===== config.mk =====
export PLATFORM = sky130hd
export DESIGN_NAME = unified_mem_arbiter
export DESIGN_NICKNAME = d
export VERILOG_FILES = /design/src/rtl/unified_mem_arbiter.sv
export SDC_FILE = /design/constraint.sdc
export NUM_CORES = 1
export LEC_CHECK = 0
export BUFFER_PORTS_ARGS = -buffer_cell sky130_fd_sc_hd__buf_2
export CAP_MARGIN = 30
export CORE_AREA = 2 2 83 85
export CTS_CLUSTER_DIAMETER = 30
export CTS_CLUSTER_SIZE = 10
export DETAILED_ROUTE_END_ITERATION = 12
export DIE_AREA = 0 0 85 87
export PLACE_DENSITY = 0.7
export SLEW_MARGIN = 20
export SYNTH_ARGS = -nofsm -noshare
export SYNTH_HDL_FRONTEND = slang
export SYNTH_SLANG_ARGS = --single-unit
export TNS_END_PERCENT = 1

===== constraint.sdc =====
create_clock -name clk -period 3.6 [get_ports clk]
set_input_delay 0.36 -clock clk [delete_from_list [all_inputs] [get_ports clk]]
set_output_delay 0.36 -clock clk [all_outputs]
set_load 0.02 [all_outputs]

===== src/rtl/unified_mem_arbiter.sv =====
// unified_mem_arbiter: shares one single-ported synchronous-read memory between
// instruction fetch and load/store. Data wins conflicts. Fetch wins once it
// has been refused STARVE_MAX consecutive cycles. Read data returns one cycle
// after the grant, and routing follows the recorded response owner.
//
// resp_owner | meaning
// -----------+--------------------------------------------------------
// OWN_NONE   | no read in flight; mem_rdata is ignored this cycle
// OWN_IF     | fetch read issued last cycle; mem_rdata goes to if_rdata
// OWN_D      | load issued last cycle; mem_rdata goes to d_rdata
module unified_mem_arbiter #(
  parameter int ADDR_W     = 8,
  parameter int STARVE_MAX = 3,
  parameter int CNT_W      = 16
) (
  input  logic              clk,
  input  logic              rst,
  input  logic              if_req,
  input  logic [ADDR_W-1:0] if_addr,
  output logic              if_gnt,
  output logic              if_rvalid,
  output logic [31:0]       if_rdata,
  input  logic              d_req,
  input  logic              d_we,
  input  logic [ADDR_W-1:0] d_addr,
  input  logic [31:0]       d_wdata,
  input  logic [3:0]        d_be,
  output logic              d_gnt,
  output logic              d_rvalid,
  output logic [31:0]       d_rdata,
  output logic              mem_en,
  output logic              mem_we,
  output logic [3:0]        mem_be,
  output logic [ADDR_W-3:0] mem_addr,
  output logic [31:0]       mem_wdata,
  input  logic [31:0]       mem_rdata,
  output logic [CNT_W-1:0]  conflict_cnt
);

  localparam int SW = (STARVE_MAX < 1) ? 1 : $clog2(STARVE_MAX + 1);
  localparam logic [SW-1:0] STARVE_SAT = SW'(STARVE_MAX);

  typedef enum logic [1:0] {
    OWN_NONE = 2'd0,
    OWN_IF   = 2'd1,
    OWN_D    = 2'd2
  } owner_t;

  owner_t        resp_owner, resp_owner_nxt;
  logic [SW-1:0] starve_cnt, starve_nxt;
  logic          fetch_wins;

  // Byte-offset bits never reach the word-organised memory.
  logic unused_addr_lsbs;
  assign unused_addr_lsbs = ^{if_addr[1:0], d_addr[1:0]};

  // Arbitration and memory drive. Everything stays quiet while reset is held.
  always_comb begin
    if_gnt     = 1'b0;
    d_gnt      = 1'b0;
    mem_en     = 1'b0;
    mem_we     = 1'b0;
    mem_be     = 4'h0;
    mem_addr   = '0;
    mem_wdata  = 32'h0;
    fetch_wins = if_req && (!d_req || (starve_cnt == STARVE_SAT));
    if (!rst) begin
      if (fetch_wins) begin
        if_gnt   = 1'b1;
        mem_en   = 1'b1;
        mem_be   = 4'hF;
        mem_addr = if_addr[ADDR_W-1:2];
      end else if (d_req) begin
        d_gnt     = 1'b1;
        mem_en    = 1'b1;
        mem_we    = d_we;
        mem_be    = d_we ? d_be : 4'hF;
        mem_addr  = d_addr[ADDR_W-1:2];
        mem_wdata = d_wdata;
      end
    end
  end

  // Next response owner and next starvation count.
  always_comb begin
    resp_owner_nxt = OWN_NONE;
    if (if_gnt) begin
      resp_owner_nxt = OWN_IF;
    end else if (d_gnt && !d_we) begin
      resp_owner_nxt = OWN_D;
    end
    starve_nxt = starve_cnt;
    if (!if_req || if_gnt) begin
      starve_nxt = '0;
    end else if (starve_cnt != STARVE_SAT) begin
      starve_nxt = starve_cnt + SW'(1);
    end
  end

  // Registered state: response owner, starvation and conflict counters.
  always_ff @(posedge clk or posedge rst) begin
    if (rst) begin
      resp_owner   <= OWN_NONE;
      starve_cnt   <= '0;
      conflict_cnt <= '0;
    end else begin
      resp_owner <= resp_owner_nxt;
      starve_cnt <= starve_nxt;
      if (if_req && d_req && (conflict_cnt != {CNT_W{1'b1}})) begin
        conflict_cnt <= conflict_cnt + CNT_W'(1);
      end
    end
  end

  assign if_rvalid = (resp_owner == OWN_IF);
  assign d_rvalid  = (resp_owner == OWN_D);
  assign if_rdata  = mem_rdata;
  assign d_rdata   = mem_rdata;

endmodule


# --- Word-level counts from Yosys, hierarchy flattened ---
# Cells that the tools add are included.
# W data, S select, Z words.
word_totals:
  wordCells: 44
  reg_bits: 20
  out_inout_bits: 128
  in_bits: 89
classes:
  reduce_logical: 10
  muxes: 24
  n_addsub: 2
  eq_ne: 5
op_table:
  columns: ["cell", "n"]
  rows:
  - ["$mux W32", 3]
  - ["$mux W6", 3]
  - ["$add A16 B1 Y16 const B", 1]
  - ["$mux W4", 4]
  - ["$ne A16 B16 Y1 const B", 1]
  - ["$mux W1", 10]
  - ["$mux W2", 4]
  - ["$eq A2 B2 Y1 const B", 2]
  - ["$logic_and A1 B1 Y1", 4]
  - ["$logic_not A1 Y1", 3]
  - ["$add A2 B1 Y2 const B", 1]
  - ["$eq A2 B1 Y1 const B", 1]
  - ["$logic_or A1 B1 Y1", 2]
  - ["$ne A2 B2 Y1 const B", 1]
  - ["$reduce_bool A2 Y1", 1]

# --- Longest topological paths before layout ---
depth:
  depth_word: 8
  depth_mapped: 5
  mapped_depth_nobuf: 5

# --- Worst setup path after synthesis ---
# No wires, ideal clock.
synth_path:
  path_kind: "input-to-output"
  start: "input rst"
  end: "output mem_wdata[22]"
  setup_slack_ns: 1.285
  n_path_buf: 1
  arrival_ns: 1.955
  t_required_ns: 3.240
  path_stages: 5
  path_cell_list: "inv_1 -> nand2_1 -> a21oi_1 -> clkbuf_1 -> and2_1"
synth_between:
  elab_chain_len: 1
synth_rtl:
  columns: ["element", "line", "text"]
  rows:
  - ["from (decl)", "17", "input logic rst,"]
  - ["$mux W32", "67", "if (!rst) begin"]
  - ["to (decl)", "35", "output logic [31:0] mem_wdata,"]
# Every way passes these cells.

# --- Worst setup path in the final report ---
layout_path:
  start: "register starve_cnt[0]"
  end: "output mem_wdata[5]"
layout_between:
  elab_chain_len: 5
layout_rtl:
  columns: ["element", "line", "text"]
  rows:
  - ["from (decl)", "50", "logic [SW-1:0] starve_cnt, starve_nxt;"]
  - ["from (signal assigned)", "108", "starve_cnt <= starve_nxt;"]
  - ["$eq A2 B2 Y1", "66", "fetch_wins = if_req && (!d_req || (starve_cnt == STARVE_SAT));"]
  - ["$logic_or A1 B1 Y1", "66", null]
  - ["$logic_and A1 B1 Y1", "66", null]
  - ["$mux W32", "68", "if (fetch_wins) begin"]
  - ["$mux W32", "67", null]
# Every way passes these cells.

==> out/results.ini <==
[status]
outcome = complete, no violations

[routing]
first_iter_violations = 41
vias = 1527
ant_nets = 0
drt_wl_total_um = 5650
vias_per_cell = 4.49
drc = 0
dr.pass1.iters = 4
wl_per_cell_um = 16.6

[grt]
grt_pass1_vias = 1410
grt_use_total_pct = 14.2
grt_max_degree = 33
grt_first_pass_wirelength_um = 7830
grt_overflow = 0
antenna_found_initial = 0

[clock_network]
cts_tree = done
cts_sinks = 20
cts_root_buf = clkbuf_8
postCtsSetupRepairBufs = 0
cts-buffers-inserted = 3
path_clk_slew_ps = 80
ctsLongestPathBuffers = 2
h-tree-depth = 1
hold_buffers = 0
cts_resized = 0
clk_latency_ps = 260

[placement]
dp_hpwl_um = 4900
place_congestion = 0.787
placed_area_mm2 = 0.00201
portBuffers = 116

[sta]
slew_violations = 0
setup_violations = 0
rsz0062_at_grt = false
slew-limit-headroom_pct = 60.1
fin_tns_setup_ps = 0
fin_crit_ps = 2370
fin_hold_ws_ps = 159
max_freq_mhz = 422
final-hold-violation-count = 0
worst_slew_pin_slew_ps = 598
fin_skew_ps = 3.38
fin_crit_sh_pct = 65.8

[worst_setup_path]
crit_fanout = 32
crit_start = starve_cnt[0]$_DFFE_PP0P_
crit_required_ps = 3240
reg2reg_from = conflict_cnt[0]$_DFFE_PP0P_
cp-end-kind = primary output
crit_type = flip-flop to primary output
arrival_ps = 2010
worstSetupStartpointType = flip-flop
r2r_slack_ps = 1720

[run]
maxCapViolations = 0

[yosys]
syn-mean-instance-area_um2 = 8.77
syn-num-nets = 297
ys_ff_latch = 20
ys_types = 33
syn_inst = 206
synth_top_area_share_pct = 27.7
yosys_warnings = 0
synth.cell_area_mm2 = 0.00181
synthTopCellsByArea = dfrtp_1 (28%), buf_4 (27%), and2_1 (12%), xor2_1 (5.8%), a22o_1 (2.9%)
ys_seq_area_share_pct = 27.7
yosysTopAreaCell = dfrtp_1

[floorplanning]
initial_core_util_pct = 27.5
ios = 217
die_w_um = 85
die_area_mm2 = 0.00740
die_y_um = 87
core_area_mm2 = 0.00657
row_count = 30

[layout]
final_common_cell = buf_2
syn2layout_area_growth_pct = 15.7
layout_common_cells = buf_2 (116), and2_1 (34), dfrtp_1 (20)
diodes = 0
fillers = 693
drive_gt1_share_pct = 50.0
fin_area_mm2 = 0.00209
nets = 352

[power]
power.density_mw_per_mm2 = 398
max-vdd-ir-drop_uv = 279
leakage_nw = 1.20
p_total_mw = 0.832

[worst_hold_path]
hold_path.class = primary input to async pin

## final cells by class
| class | count | area [µm²] | area share [%] |
|---|---|---|---|
| Multi-Input combinational cell | 116 | 815 | 39.0 |
| Timing Repair Buffer | 118 | 596 | 28.5 |
| Sequential cell | 20 | 500 | 24.0 |
| Tap cell | 80 | 100 | 4.79 |
| Clock buffer | 3 | 41.3 | 1.98 |
| Clock inverter | 1 | 30.0 | 1.44 |
| Inverter | 2 | 7.51 | 0.359 |
## routing by layer
metal  wire length, µm  GRT usage (%)  share of wire (%)  vias up
met3               825           9.29                 15        4
met1              2220           16.7                 39      698
met5                 0              0                  0        -
met2              2560           22.4                 45       94
li1                  -              -                  -      731
met4                48           2.02               0.85        0
## sequential cells by signal, indices dropped and copies added, names as in the netlist
name and flops:
starve_cnt 2, conflict_cnt 16, resp_owner 2
## per-stage QoR
step	std cells	setup WS (ps)	utilization (%)
2_1_floorplan	206	1290	-
3_3_place_gp	336	1270	30.6
3_5_place_dp	336	1200	30.6
4_1_cts	340	897	31.7
5_1_grt	340	1070	31.8
6_report	340	1230	31.8
## Yosys cell counts
cell,instances
inv_1,2
nand2_2,1
nand2_1,7
and2_1,34
nor3_1,3
nand3_2,1
dfrtp_1,20
xnor2_1,4
a21oi_1,1
o2111ai_1,3
xor2_1,12
nor4_4,1
nand3_1,4
nor2_1,7
or3_4,1
nor4_2,1
and4_1,1
ha_1,2
nor2b_1,7
a22o_1,6
nor4_1,1
nand4_2,1
clkbuf_1,4
nand2b_1,1
buf_4,64
nor4b_1,2
nand4_1,4
nor2_2,1
nor3b_1,1
mux2_1,1
and3_1,2
o21ai_0,5
mux2i_1,1
## cells by family (layout without fill, tap and decap cells)
family                   Yosys count  count (layout)  share of synthesized area (%)
flip-flops                        20              20                           27.7
multiplexers                       2               2                           1.18
AND/OR/NAND/NOR                   81              81                           28.1
AO/OA/AOI/OAI                     15              15                           6.02
buffers and inverters             70             124                           27.8
adder cells (fa/ha/maj)            2               2                           1.38
XOR/XNOR                          16              16                           7.76
## final timing paths
check                                                to  cells past startpoint
setup / recovery                           mem_wdata[5]                      5
hold / removal             conflict_cnt[12]$_DFFE_PP0P_                      3
setup reg to reg            conflict_cnt[1]$_DFFE_PP0P_                      5
hold reg to reg            conflict_cnt[11]$_DFFE_PP0P_                      1
max in group asynchronous   conflict_cnt[1]$_DFFE_PP0P_                      3
min in group clk                resp_owner[1]$_DFF_PP0_                      2
## power by group
part	switching (mW)	internal, mW	total (mW)	leakage (nW)
clock	0.0750	0.148	0.223	0.0357
sequential	0.0547	0.264	0.319	0.262
combinational	0.177	0.114	0.291	0.900
## worst max-delay path, stage by stage (launching register included)
cell and delay, ps:
dfrtp_1 390, ha_1 290, a21oi_4 530, buf_4 250, and2_1 130, buf_2 160
(Power assumes the default switching activity.)
